**config.mk**
```make
export PLATFORM = sky130hd
export DESIGN_NAME = seg7_scroll_reader
export DESIGN_NICKNAME = d
export VERILOG_FILES = /design/src/rtl/seg7_scroll_reader.sv
export SDC_FILE = /design/constraint.sdc
export NUM_CORES = 1
export LEC_CHECK = 0
export BUFFER_PORTS_ARGS = -buffer_cell sky130_fd_sc_hd__buf_4
export CORE_ASPECT_RATIO = 0.75
export CORE_MARGIN = 5
export CORE_UTILIZATION = 45
export CTS_BUF_LIST = sky130_fd_sc_hd__clkbuf_2
export CTS_CLUSTER_SIZE = 30
export DETAILED_ROUTE_END_ITERATION = 16
export GPL_TIMING_DRIVEN = 1
export HOLD_SLACK_MARGIN = 0.15
export PLACE_DENSITY_LB_ADDON = 0.05
export SLEW_MARGIN = 0
export SYNTH_ARGS = -nofsm -noshare
export SYNTH_HDL_FRONTEND = slang
export SYNTH_SLANG_ARGS = --single-unit
export TNS_END_PERCENT = 20
```
**constraint.sdc**
```tcl
create_clock -name clk -period 4.6 [get_ports clk]
set_input_delay 0.69 -clock clk [delete_from_list [all_inputs] [get_ports clk]]
set_output_delay 0.69 -clock clk [all_outputs]
set_load 0.02 [all_outputs]
```
**src/rtl/seg7_scroll_reader.sv**
```systemverilog
// seg7_scroll_reader
// Reads the 16-entry 7-segment character ROM one address at a time. Each
// fetched pattern is shifted into a 4-digit display buffer. The buffer is
// time-multiplexed onto a common 4-digit display with active-low segments
// and active-low digit selects.
//
// Digit 0 is the rightmost position and holds the newest character, so
// text enters from the right and scrolls left.
//
// An advance comes from one of two sources. With run=1 it is the scroll
// tick. With run=0 it is a rising edge on the debounced step switch. The
// run level selects exactly one source, so a scroll tick and a step edge
// in the same cycle still produce at most one advance.
module seg7_scroll_reader #(
  parameter int SCROLL_W = 22,  // scroll tick every 2^SCROLL_W clocks
  parameter int MUX_W    = 14   // digit-mux tick every 2^MUX_W clocks
) (
  input  logic       clk,
  input  logic       rst,
  input  logic       run,
  input  logic       step,
  input  logic       clr,
  input  logic [7:0] rom_dat,
  output logic [3:0] rom_adr,
  output logic [7:0] seg,
  output logic [3:0] dig,
  output logic       wrap
);

  // All segments off (active-low), shown on digits that hold no character yet.
  localparam logic [7:0] BLANK = 8'hFF;

  logic [SCROLL_W-1:0] r_scroll_cnt;
  logic [MUX_W-1:0]    r_mux_cnt;
  logic                r_step_prev;
  logic [3:0]          r_adr;
  logic [7:0]          r_dbuf [4];
  logic                r_wrap;
  logic [1:0]          r_idx;
  logic [7:0]          r_seg;
  logic [3:0]          r_dig;

  logic                w_stick;
  logic                w_mtick;
  logic                w_sedge;
  logic                w_adv;
  logic [3:0]          w_dig_sel;

  // Free-running scroll timebase. Only reset clears it; clr does not.
  // NOTE: sequential state uses non-blocking (<=) assignments, so every
  // register samples its pre-edge inputs and the ordering of always blocks
  // cannot change behaviour.
  always_ff @(posedge clk or posedge rst) begin
    if (rst) r_scroll_cnt <= '0;
    else     r_scroll_cnt <= r_scroll_cnt + 1'b1;
  end

  // Free-running digit-mux timebase. It is independent of the scroll counter.
  always_ff @(posedge clk or posedge rst) begin
    if (rst) r_mux_cnt <= '0;
    else     r_mux_cnt <= r_mux_cnt + 1'b1;
  end

  assign w_stick = &r_scroll_cnt;
  assign w_mtick = &r_mux_cnt;

  // Remember the previous step level so a held switch advances only once.
  always_ff @(posedge clk or posedge rst) begin
    if (rst) r_step_prev <= 1'b0;
    else     r_step_prev <= step;
  end

  assign w_sedge = step & ~r_step_prev;

  // The run level selects the advance source. A tick and an edge in the same
  // cycle therefore cannot produce two advances.
  assign w_adv = run ? w_stick : w_sedge;

  // Message position, shift buffer and wrap pulse. clr has priority over an
  // advance in the same cycle, so no partial shift survives a clear.
  // NOTE: the display buffer is reset (not left to power-up contents) so the
  // display shows blanks rather than garbage until the first advance.
  always_ff @(posedge clk or posedge rst) begin
    if (rst) begin
      r_adr  <= 4'h0;
      r_wrap <= 1'b0;
      for (int i = 0; i < 4; i++) r_dbuf[i] <= BLANK;
    end else if (clr) begin
      r_adr  <= 4'h0;
      r_wrap <= 1'b0;
      for (int i = 0; i < 4; i++) r_dbuf[i] <= BLANK;
    end else if (w_adv) begin
      r_dbuf[3] <= r_dbuf[2];
      r_dbuf[2] <= r_dbuf[1];
      r_dbuf[1] <= r_dbuf[0];
      r_dbuf[0] <= rom_dat;
      r_adr     <= r_adr + 4'h1;
      r_wrap    <= (r_adr == 4'hF);
    end else begin
      r_wrap    <= 1'b0;
    end
  end

  // Digit index steps on each mux tick and wraps from 3 to 0.
  always_ff @(posedge clk or posedge rst) begin
    if (rst)          r_idx <= 2'd0;
    else if (w_mtick) r_idx <= r_idx + 2'd1;
  end

  // Active-low one-hot-zero select for the current digit index.
  // NOTE: every combinational output gets a default before it is modified,
  // so no path leaves it unassigned and no latch is inferred.
  always_comb begin
    w_dig_sel        = 4'b1111;
    w_dig_sel[r_idx] = 1'b0;
  end

  // Register the display drive every clock. It lags idx and the buffer by
  // one clock, which keeps the pins glitch-free.
  always_ff @(posedge clk or posedge rst) begin
    if (rst) begin
      r_seg <= BLANK;
      r_dig <= 4'b1110;
    end else begin
      r_seg <= r_dbuf[r_idx];
      r_dig <= w_dig_sel;
    end
  end

  assign rom_adr = r_adr;
  assign seg     = r_seg;
  assign dig     = r_dig;
  assign wrap    = r_wrap;

endmodule
```
==> run_summary.xml, run 1 <==
<?xml version="1.0" encoding="UTF-8"?>
<metrics>
  <group name="synth">
    <metric name="postSynthRegisterBits" unit="">88</metric>
    <metric name="synth_async_sr_flop_share" unit="%">100.0</metric>
    <metric name="ys_top_cells_by_count" unit="">53 x sky130_fd_sc_hd__nor2_1, 45 x sky130_fd_sc_hd__dfrtp_1, 43 x sky130_fd_sc_hd__dfstp_2, 33 x sky130_fd_sc_hd__mux2i_1, 19 x sky130_fd_sc_hd__xnor2_1</metric>
    <metric name="number_of_enable_flip_flop_cells_after_synthesis" unit="">0</metric>
    <metric name="yosys.area.top_type_share" unit="%">29.23</metric>
    <metric name="synth_most_common_cell" unit="">sky130_fd_sc_hd__nor2_1</metric>
    <metric name="yosysTopAreaCell" unit="">sky130_fd_sc_hd__dfstp_2</metric>
    <metric name="dominantRegCellSynth" unit="">sky130_fd_sc_hd__dfrtp_1</metric>
    <metric name="postSynthCellCount" unit="">310</metric>
    <metric name="post_synth_instance_area" unit="sq mm">0.003865</metric>
    <metric name="synth.yosys.warnings" unit="">0</metric>
    <metric name="synth.top_cells.by_area" unit="">sky130_fd_sc_hd__dfstp_2 29%, sky130_fd_sc_hd__dfrtp_1 29%, sky130_fd_sc_hd__mux2i_1 8.5%</metric>
    <metric name="postSynthAreaPerCell" unit="sq um">12.47</metric>
    <metric name="synthDistinctLibCells" unit="">33</metric>
    <metric name="number_of_nets_produced_by_synthesis" unit="">330</metric>
    <metric name="synth_sequential_area_ratio" unit="%">58.37</metric>
  </group>
  <group name="global_routing">
    <metric name="globalRouteMet3Util" unit="%">4.823</metric>
    <metric name="first_global_vias" unit="">2313</metric>
    <metric name="globalRoute.busiestLayer" unit="">met2</metric>
    <metric name="grt_start_max_net_pins" unit="">60</metric>
    <metric name="groute.usage.overall" unit="%">13.41</metric>
    <metric name="antenna_found_initial" unit="">0</metric>
    <metric name="grt_use_met1" unit="%">18.15</metric>
    <metric name="grt_first_pass_wirelength" unit="mm">11.16</metric>
    <metric name="grt_remaining_overflow" unit="">0</metric>
    <metric name="grt.met2_usage" unit="%">19.93</metric>
  </group>
  <group name="worst_setup_path">
    <metric name="r2r.worst_path.cells" unit="">6</metric>
    <metric name="startpoint_of_the_lowest_slack_register_to_register_path" unit="">r_scroll_cnt[0]$_DFF_PP0_</metric>
    <metric name="timing_worst_setup_path_type" unit="">flip-flop to flip-flop</metric>
    <metric name="reg2reg_slack" unit="ns">2.38</metric>
    <metric name="worst-path-max-fanout" unit="">35</metric>
    <metric name="arrival" unit="ns">2.69</metric>
    <metric name="rr_endpoint" unit="">rom_adr[0]$_DFFE_PP0P_</metric>
    <metric name="critical_path_endpoint_category" unit="">flip-flop</metric>
    <metric name="critPathRequiredTime" unit="ns">5.07</metric>
    <metric name="start_kind" unit="">flip-flop</metric>
  </group>
  <group name="clock_tree">
    <metric name="cts.repair.resized" unit="">0</metric>
    <metric name="cts.hold.buffers_added" unit="">0</metric>
    <metric name="tritoncts_clock_tree" unit="">yes</metric>
    <metric name="post-cts-setup-buffers" unit="">0</metric>
    <metric name="cts_root_buffer" unit="">sky130_fd_sc_hd__clkbuf_2</metric>
    <metric name="cts.clk_slew.worst_paths" unit="ns">0.22</metric>
    <metric name="insertion_delay" unit="ns">0.55</metric>
    <metric name="cts.sink_count" unit="">88</metric>
    <metric name="htreeDepth" unit="">3</metric>
    <metric name="cts.path.max_buffers" unit="">2</metric>
    <metric name="numCtsBuffers" unit="">9</metric>
  </group>
  <group name="min_path">
    <metric name="timing.hold.worst.class" unit="">input port to flip-flop</metric>
    <metric name="hp-start" unit="">step</metric>
    <metric name="worst_hold_path.endpoint" unit="">r_step_prev$_DFF_PP0_</metric>
    <metric name="whs_path_depth" unit="">1</metric>
  </group>
  <group name="finish">
    <metric name="num-nets-final" unit="">358</metric>
    <metric name="drive_gt1_share" unit="%">29.45</metric>
    <metric name="diodes" unit="">0</metric>
    <metric name="post_synthesis_to_final_layout_area_growth" unit="%">9.518</metric>
    <metric name="final_util" unit="%">50.28</metric>
  </group>
  <group name="routing">
    <metric name="detail_route.first_pass.iterations" unit="">4</metric>
    <metric name="wirelength" unit="mm">6.425</metric>
    <metric name="wl_per_cell" unit="microns">14.25</metric>
    <metric name="antenna_violating_nets_post_route" unit="">0</metric>
    <metric name="drt_first_iter_violations" unit="">66</metric>
    <metric name="num_vias" unit="">2249</metric>
    <metric name="vias_per_cell" unit="">4.987</metric>
    <metric name="route.detailed.drc" unit="">0</metric>
  </group>
  <group name="sta">
    <metric name="period_utilization_post_route" unit="%">48.19</metric>
    <metric name="transition_time_of_the_tightest_slew_check_pin" unit="ns">0.9935</metric>
    <metric name="relative_slew_margins" unit="%">33.69</metric>
    <metric name="tns" unit="ns">0</metric>
    <metric name="fin_skew" unit="ns">0.02044</metric>
    <metric name="final_setup_violation_count" unit="">0</metric>
    <metric name="hold_violations" unit="">0</metric>
    <metric name="unrepaired_setup_endpoints_after_global_routing" unit="">no</metric>
    <metric name="fmax" unit="GHz">0.4511</metric>
    <metric name="slew_viol_final" unit="">0</metric>
    <metric name="finalWorstPathRequiredPeriod" unit="ns">2.217</metric>
  </group>
  <group name="outcome">
    <metric name="status" unit="">complete, no violations</metric>
  </group>
  <group name="power">
    <metric name="p_per_area" unit="mW/mm^2">278.8</metric>
    <metric name="leakage" unit="nW">2.007</metric>
    <metric name="max-vdd-ir-drop" unit="V">0.0001538</metric>
  </group>
  <group name="placement">
    <metric name="last_weighted_congestion_value_of_the_routability_driven_placer" unit="">0.7065</metric>
    <metric name="dp_hpwl" unit="mm">4.060</metric>
    <metric name="port_buffers" unit="">29</metric>
  </group>
  <group name="die">
    <metric name="fp.dieH" unit="microns">90.26</metric>
    <metric name="floorplan.core_area" unit="sq mm">0.008418</metric>
    <metric name="rows" unit="">29</metric>
    <metric name="start_util" unit="%">45.91</metric>
    <metric name="horizontal_die_dimension" unit="microns">117.0</metric>
    <metric name="dieArea" unit="sq mm">0.01056</metric>
    <metric name="floorplan.io_pins" unit="">30</metric>
  </group>
  <group name="job">
    <metric name="drv.max_cap_violation_count" unit="">0</metric>
  </group>
</metrics>
## layer usage
layer  up-vias  wire length [microns]
met5         -                      0
met4         0                     93
met3         9                    302
met2        31                   2864
met1      1101                   3165
li1       1108                      -
## worst max-delay path, stage by stage, from the launching register on
cell and delay (ns):
sky130_fd_sc_hd__dfrtp_1 0.45, sky130_fd_sc_hd__ha_1 0.22, sky130_fd_sc_hd__and3_1 0.27, sky130_fd_sc_hd__and4_4 0.21, sky130_fd_sc_hd__a21oi_4 0.13, sky130_fd_sc_hd__buf_4 0.49
sky130_fd_sc_hd__mux2_1 0.37
## registers in the layout (all words and copies together), names as in the netlist
| name | count |
|---|---|
| r_mux_cnt | 14 |
| rom_adr | 4 |
| r_dbuf | 32 |
| r_idx | 2 |
| seg | 8 |
| dig | 4 |
| wrap | 1 |
| r_scroll_cnt | 22 |
| r_step_prev | 1 |
## layout by cell type, fill, tap and decap left out, types with 3 or more instances in the layout
cell type,Yosys,layout
sky130_fd_sc_hd__mux4_2,8,8
sky130_fd_sc_hd__inv_1,11,10
sky130_fd_sc_hd__nand2_1,8,8
sky130_fd_sc_hd__clkbuf_2,1,12
sky130_fd_sc_hd__xor2_1,14,14
sky130_fd_sc_hd__clkinv_2,0,3
sky130_fd_sc_hd__dfstp_2,43,43
sky130_fd_sc_hd__nor3_1,3,3
sky130_fd_sc_hd__nor2_1,53,53
sky130_fd_sc_hd__and4_1,6,6
sky130_fd_sc_hd__ha_1,7,7
sky130_fd_sc_hd__xnor2_1,19,19
sky130_fd_sc_hd__mux2i_1,33,33
sky130_fd_sc_hd__dfrtp_1,45,45
sky130_fd_sc_hd__nand4_1,7,7
sky130_fd_sc_hd__and3_1,4,4
sky130_fd_sc_hd__buf_4,1,31
sky130_fd_sc_hd__nand3_1,18,18
## how the worst max path moves through the flow
stage	start	to	slack, ns	cells after the start
global route	r_scroll_cnt[0]$_DFF_PP0_	rom_adr[0]$_DFFE_PP0P_	2.24	6
detailed placement	r_scroll_cnt[0]$_DFF_PP0_	rom_adr[0]$_DFFE_PP0P_	2.36	6
finish	r_scroll_cnt[0]$_DFF_PP0_	rom_adr[0]$_DFFE_PP0P_	2.38	6
floorplan	rst	dig[0]$_DFF_PP0_	1.70	1
CTS	r_scroll_cnt[0]$_DFF_PP0_	rom_adr[0]$_DFFE_PP0P_	2.37	6
global placement	r_scroll_cnt[0]$_DFF_PP0_	rom_adr[0]$_DFFE_PP0P_	2.40	6
## power by group
part / internal (mW) / leakage, nW / total (mW) / switching [mW]
clock: 0.0742 / 0.0594 / 0.321 / 0.247
combinational: 0.0247 / 0.898 / 0.0652 / 0.0405
sequential: 0.788 / 1.05 / 0.793 / 0.00512
total: 0.887 / 2.01 / 1.18 / 0.293
## metrics by stage
step / setup slack [ns] / hold WS [ns] / cells / power, mW / cell area, sq um
2_1_floorplan: 1.703 / 0.4342 / 310 / 0.8482 / 3865
3_3_place_gp: 2.404 / 0.4512 / 435 / 0.8726 / 4151
3_5_place_dp: 2.361 / 0.4514 / 435 / 0.8726 / 4151
4_1_cts: 2.371 / 0.1733 / 451 / 1.208 / 4233
5_1_grt: 2.239 / 0.1818 / 451 / 1.246 / 4233
6_report: 2.383 / 0.2451 / 451 / 1.180 / 4233
## area by class of cell
cell class	instances	area, sq um
Clock buffer	12	60.06
Fill cell	759	4185
Multi-Input combinational cell	197	1485
Timing Repair Buffer	31	232.7
Inverter	11	42.54
Sequential cell	88	2256
Clock inverter	4	21.27
Tap cell	108	135.1
## logic make-up (layout without fill, tap and decap cells)
logic type	count (synthesis)	in the layout	synth area share [%]
mux	44	44	14.08
xor+xnor	33	33	7.478
compound gates	4	4	0.7770
buf+inv	25	58	3.399
simple gates	109	109	13.63
fa+ha+maj	7	7	2.266
flops	88	88	58.37
No activity file was read; power rests on OpenSTA's default activity.
==> run 2, diff against run 1 <==
--- a/config.mk
+++ b/config.mk
@@ -5,6 +5,7 @@
 export SDC_FILE = /design/constraint.sdc
 export NUM_CORES = 1
 export LEC_CHECK = 0
+export ABC_AREA = 1
 export BUFFER_PORTS_ARGS = -buffer_cell sky130_fd_sc_hd__buf_4
 export CORE_ASPECT_RATIO = 0.75
 export CORE_MARGIN = 5
==> constraint.sdc (replaced) <==
create_clock -name clk -period 1.95 [get_ports clk]
set_input_delay 0.2925 -clock clk [delete_from_list [all_inputs] [get_ports clk]]
set_output_delay 0.2925 -clock clk [all_outputs]
set_load 0.02 [all_outputs]
==> run 2 against run 1 <==
Sequential share of layout area shrank 6.0 points. Clock skew shrank 0.0014 ns. Global-route usage grew 3.1 points. First-iteration DRC count grew 130%. Register-to-register slack lost 2.2 ns. Maximum frequency grew 23%. Clock-buffer cell count shrank 2. Critical path type unchanged. Critical endpoint is now r_dbuf[27]$_DFFE_PP1P_. Highest routed layer unchanged.
==> run_summary.xml, run 2 <==
<?xml version="1.0" encoding="UTF-8"?>
<metrics>
  <group name="outcome">
    <metric name="status" unit="">complete, no violations</metric>
  </group>
  <group name="global_routing">
    <metric name="grt_remaining_overflow" unit="">0</metric>
    <metric name="grt_first_pass_wirelength" unit="mm">14.80</metric>
    <metric name="groute.usage.overall" unit="%">16.47</metric>
    <metric name="antenna_found_initial" unit="">0</metric>
    <metric name="grt_start_max_net_pins" unit="">89</metric>
    <metric name="first_global_vias" unit="">3012</metric>
  </group>
  <group name="worst_setup_path">
    <metric name="rr_endpoint" unit="">r_dbuf[27]$_DFFE_PP1P_</metric>
    <metric name="timing.critical_path.buf_inv" unit="">1</metric>
    <metric name="startpoint_of_the_lowest_slack_register_to_register_path" unit="">r_scroll_cnt[0]$_DFF_PP0_</metric>
    <metric name="critical_path_endpoint_category" unit="">flip-flop</metric>
    <metric name="worst_path_most_repeated_cell" unit="">sky130_fd_sc_hd__nand2_1</metric>
    <metric name="crit_start" unit="">r_scroll_cnt[0]$_DFF_PP0_</metric>
    <metric name="start_kind" unit="">flip-flop</metric>
    <metric name="crit_chain" unit="">ha_1 &gt; nand2_1 &gt; nor2_2 &gt; nand2_2 &gt; nor2_4 &gt; nand2_4 &gt; nand3_2 &gt; buf_12 &gt; nand2_1 &gt; nand2_1</metric>
    <metric name="critPathRequiredTime" unit="ns">2.45</metric>
    <metric name="timing_worst_setup_path_type" unit="">flip-flop to flip-flop</metric>
    <metric name="family_of_cells_with_the_greatest_summed_delay_on_the_critical_path" unit="">simple AND/OR/NAND/NOR gates</metric>
    <metric name="arrival" unit="ns">2.30</metric>
    <metric name="reg2reg_slack" unit="ns">0.15</metric>
    <metric name="crit_slowest_cell" unit="">sky130_fd_sc_hd__dfrtp_1</metric>
    <metric name="r2r.worst_path.cells" unit="">10</metric>
    <metric name="critical-path-max-stage-delay" unit="ns">0.47</metric>
    <metric name="worst-path-max-fanout" unit="">33</metric>
  </group>
  <group name="sta">
    <metric name="relative_slew_margins" unit="%">69.19</metric>
    <metric name="period_utilization_post_route" unit="%">92.23</metric>
    <metric name="final_setup_violation_count" unit="">0</metric>
    <metric name="tns" unit="ns">0</metric>
    <metric name="slew_viol_final" unit="">0</metric>
    <metric name="unrepaired_setup_endpoints_after_global_routing" unit="">no</metric>
    <metric name="fin_skew" unit="ns">0.01902</metric>
    <metric name="hold_violations" unit="">0</metric>
    <metric name="transition_time_of_the_tightest_slew_check_pin" unit="ns">0.4621</metric>
    <metric name="finalWorstPathRequiredPeriod" unit="ns">1.799</metric>
    <metric name="fmax" unit="GHz">0.5560</metric>
  </group>
  <group name="synth">
    <metric name="synth.top_cells.by_area" unit="">sky130_fd_sc_hd__dfstp_2 27%, sky130_fd_sc_hd__dfrtp_1 27%, sky130_fd_sc_hd__nand2_1 10%</metric>
    <metric name="number_of_enable_flip_flop_cells_after_synthesis" unit="">0</metric>
    <metric name="synth_sequential_area_ratio" unit="%">54.08</metric>
    <metric name="postSynthCellCount" unit="">454</metric>
    <metric name="synth.yosys.warnings" unit="">0</metric>
    <metric name="synth_most_common_cell" unit="">sky130_fd_sc_hd__nand2_1</metric>
    <metric name="dominantRegCellSynth" unit="">sky130_fd_sc_hd__dfrtp_1</metric>
    <metric name="postSynthRegisterBits" unit="">88</metric>
    <metric name="synthDistinctLibCells" unit="">27</metric>
    <metric name="synth_async_sr_flop_share" unit="%">100.0</metric>
    <metric name="yosysTopAreaCell" unit="">sky130_fd_sc_hd__dfstp_2</metric>
    <metric name="post_synth_instance_area" unit="sq mm">0.004172</metric>
    <metric name="ys_top_cells_by_count" unit="">116 x sky130_fd_sc_hd__nand2_1, 45 x sky130_fd_sc_hd__dfrtp_1, 43 x sky130_fd_sc_hd__dfstp_2, 42 x sky130_fd_sc_hd__nand4_1, 41 x sky130_fd_sc_hd__nor2_1</metric>
    <metric name="number_of_nets_produced_by_synthesis" unit="">474</metric>
    <metric name="yosys.area.top_type_share" unit="%">27.08</metric>
    <metric name="postSynthAreaPerCell" unit="sq um">9.188</metric>
  </group>
  <group name="die">
    <metric name="start_util" unit="%">46.11</metric>
    <metric name="dieArea" unit="sq mm">0.01132</metric>
    <metric name="floorplan.io_pins" unit="">30</metric>
    <metric name="floorplan.core_area" unit="sq mm">0.009046</metric>
    <metric name="fp.dieH" unit="microns">93.38</metric>
    <metric name="rows" unit="">30</metric>
    <metric name="horizontal_die_dimension" unit="microns">121.2</metric>
  </group>
  <group name="routing">
    <metric name="num_vias" unit="">3122</metric>
    <metric name="vias_per_cell" unit="">4.956</metric>
    <metric name="antenna_violating_nets_post_route" unit="">0</metric>
    <metric name="detail_route.first_pass.iterations" unit="">4</metric>
    <metric name="route.detailed.drc" unit="">0</metric>
    <metric name="wirelength" unit="mm">8.734</metric>
    <metric name="wl_per_cell" unit="microns">13.86</metric>
    <metric name="drt_first_iter_violations" unit="">155</metric>
  </group>
  <group name="clock_tree">
    <metric name="cts_root_buffer" unit="">sky130_fd_sc_hd__clkbuf_2</metric>
    <metric name="numCtsBuffers" unit="">9</metric>
    <metric name="htreeDepth" unit="">3</metric>
    <metric name="insertion_delay" unit="ns">0.55</metric>
    <metric name="cts.path.max_buffers" unit="">2</metric>
    <metric name="cts.clk_slew.worst_paths" unit="ns">0.22</metric>
    <metric name="tritoncts_clock_tree" unit="">yes</metric>
    <metric name="cts.sink_count" unit="">88</metric>
  </group>
  <group name="finish">
    <metric name="num-nets-final" unit="">517</metric>
    <metric name="diodes" unit="">0</metric>
    <metric name="layout_top_registers" unit="">r_dbuf (32), r_scroll_cnt (22), r_mux_cnt (14)</metric>
    <metric name="largest-register" unit="">r_dbuf</metric>
    <metric name="mostFrequentLayoutCell" unit="">sky130_fd_sc_hd__nand2_1</metric>
    <metric name="drive_gt1_share" unit="%">26.89</metric>
    <metric name="largest_register_ffs" unit="">32</metric>
    <metric name="most-common-layout-cells" unit="">116 x sky130_fd_sc_hd__nand2_1, 45 x sky130_fd_sc_hd__dfrtp_1, 43 x sky130_fd_sc_hd__dfstp_2</metric>
    <metric name="post_synthesis_to_final_layout_area_growth" unit="%">14.40</metric>
  </group>
  <group name="placement">
    <metric name="dp_hpwl" unit="mm">5.415</metric>
    <metric name="last_weighted_congestion_value_of_the_routability_driven_placer" unit="">0.7420</metric>
    <metric name="port_buffers" unit="">29</metric>
  </group>
  <group name="power">
    <metric name="p_per_area" unit="mW/mm^2">695.5</metric>
    <metric name="post-layout-total-power" unit="mW">3.319</metric>
    <metric name="max-vdd-ir-drop" unit="V">0.0003102</metric>
    <metric name="leakage" unit="nW">2.286</metric>
  </group>
  <group name="min_path">
    <metric name="whs_path_depth" unit="">4</metric>
    <metric name="worst_hold_path.endpoint" unit="">rom_adr[0]$_DFFE_PP0P_</metric>
    <metric name="hp-start" unit="">clr</metric>
    <metric name="timing.hold.worst.class" unit="">input port to flip-flop</metric>
  </group>
  <group name="job">
    <metric name="drv.max_cap_violation_count" unit="">0</metric>
  </group>
</metrics>
-- run 2: final cells by class --
| class | instances | area (sq um) |
|---|---|---|
| tap | 128 | 160.2 |
| clock buffer | 10 | 50.05 |
| inverter | 21 | 82.58 |
| fill | 825 | 4274 |
| clock inverter | 6 | 51.30 |
| timing repair buffer | 52 | 440.4 |
| multi-input combinational | 325 | 1732 |
| sequential | 88 | 2256 |
-- run 2: worst min-delay path, stage by stage --
cell and delay, ns:
sky130_fd_sc_hd__buf_4 0.21, sky130_fd_sc_hd__nor2_1 0.13, sky130_fd_sc_hd__nand2_1 0.06, sky130_fd_sc_hd__nand2_1 0.05
-- run 2: cell families after synthesis --
| kind of cell | count (synthesis) | synth area share [%] |
|---|---|---|
| flops | 88 | 54.08 |
| fa+ha+maj | 7 | 2.099 |
| compound gates | 26 | 3.329 |
| buf+inv | 41 | 4.529 |
| xor+xnor | 32 | 6.719 |
| simple gates | 260 | 29.24 |
-- run 2: power breakdown --
group / leakage (nW) / switching, mW / total, mW / internal, mW
Combinational: 1.17 / 0.207 / 0.371 / 0.165
Sequential: 1.05 / 0.0658 / 2.06 / 2.00
Clock: 0.0682 / 0.598 / 0.883 / 0.285
-- run 2: stage by stage --
| stage | setup slack [ns] | area (sq um) | hold WS, ns | instances | utilization (%) |
|---|---|---|---|---|---|
| global route | 0.001818 | 4772 | 0.1996 | 630 | 52.75 |
| finish | 0.1514 | 4772 | 0.2128 | 630 | 52.75 |
| detailed placement | 0.1244 | 4566 | 0.4102 | 604 | 50.47 |
| CTS | 0.07109 | 4767 | 0.1632 | 630 | 52.70 |
| floorplan | 0.4161 | 4175 | 0.3239 | 454 | - |
| global placement | 0.2055 | 4566 | 0.4086 | 604 | 50.47 |
-- run 2: metal layers --
metal	track usage, %	routed length (microns)	share of wire, %	vias to the layer above
li1	-	-	-	1578
met1	23.21	4313	49	1481
met2	25.01	3959	45	59
met3	4.232	415	4.8	4
met4	5.131	46	0.53	0
met5	0	0	0	-
-- run 2: worst max path at each step --
stage                        endpoint  slack [ns]  cells past startpoint
6_report       r_dbuf[27]$_DFFE_PP1P_        0.15                     10
5_1_grt         r_dbuf[9]$_DFFE_PP1P_       0.002                     10
4_1_cts        r_dbuf[27]$_DFFE_PP1P_        0.07                     10
3_5_place_dp   r_dbuf[27]$_DFFE_PP1P_        0.12                     10
3_3_place_gp   r_dbuf[27]$_DFFE_PP1P_        0.21                     10
2_1_floorplan  rom_adr[2]$_DFFE_PP0P_        0.42                     10
-- run 2: what timing repair did --
item	CTS	global route
hold buffers	10	0
buffers inserted	0	0
resized for setup	0	1
setup endpoints to repair	0	32
endpoints found under the hold margin	71	0
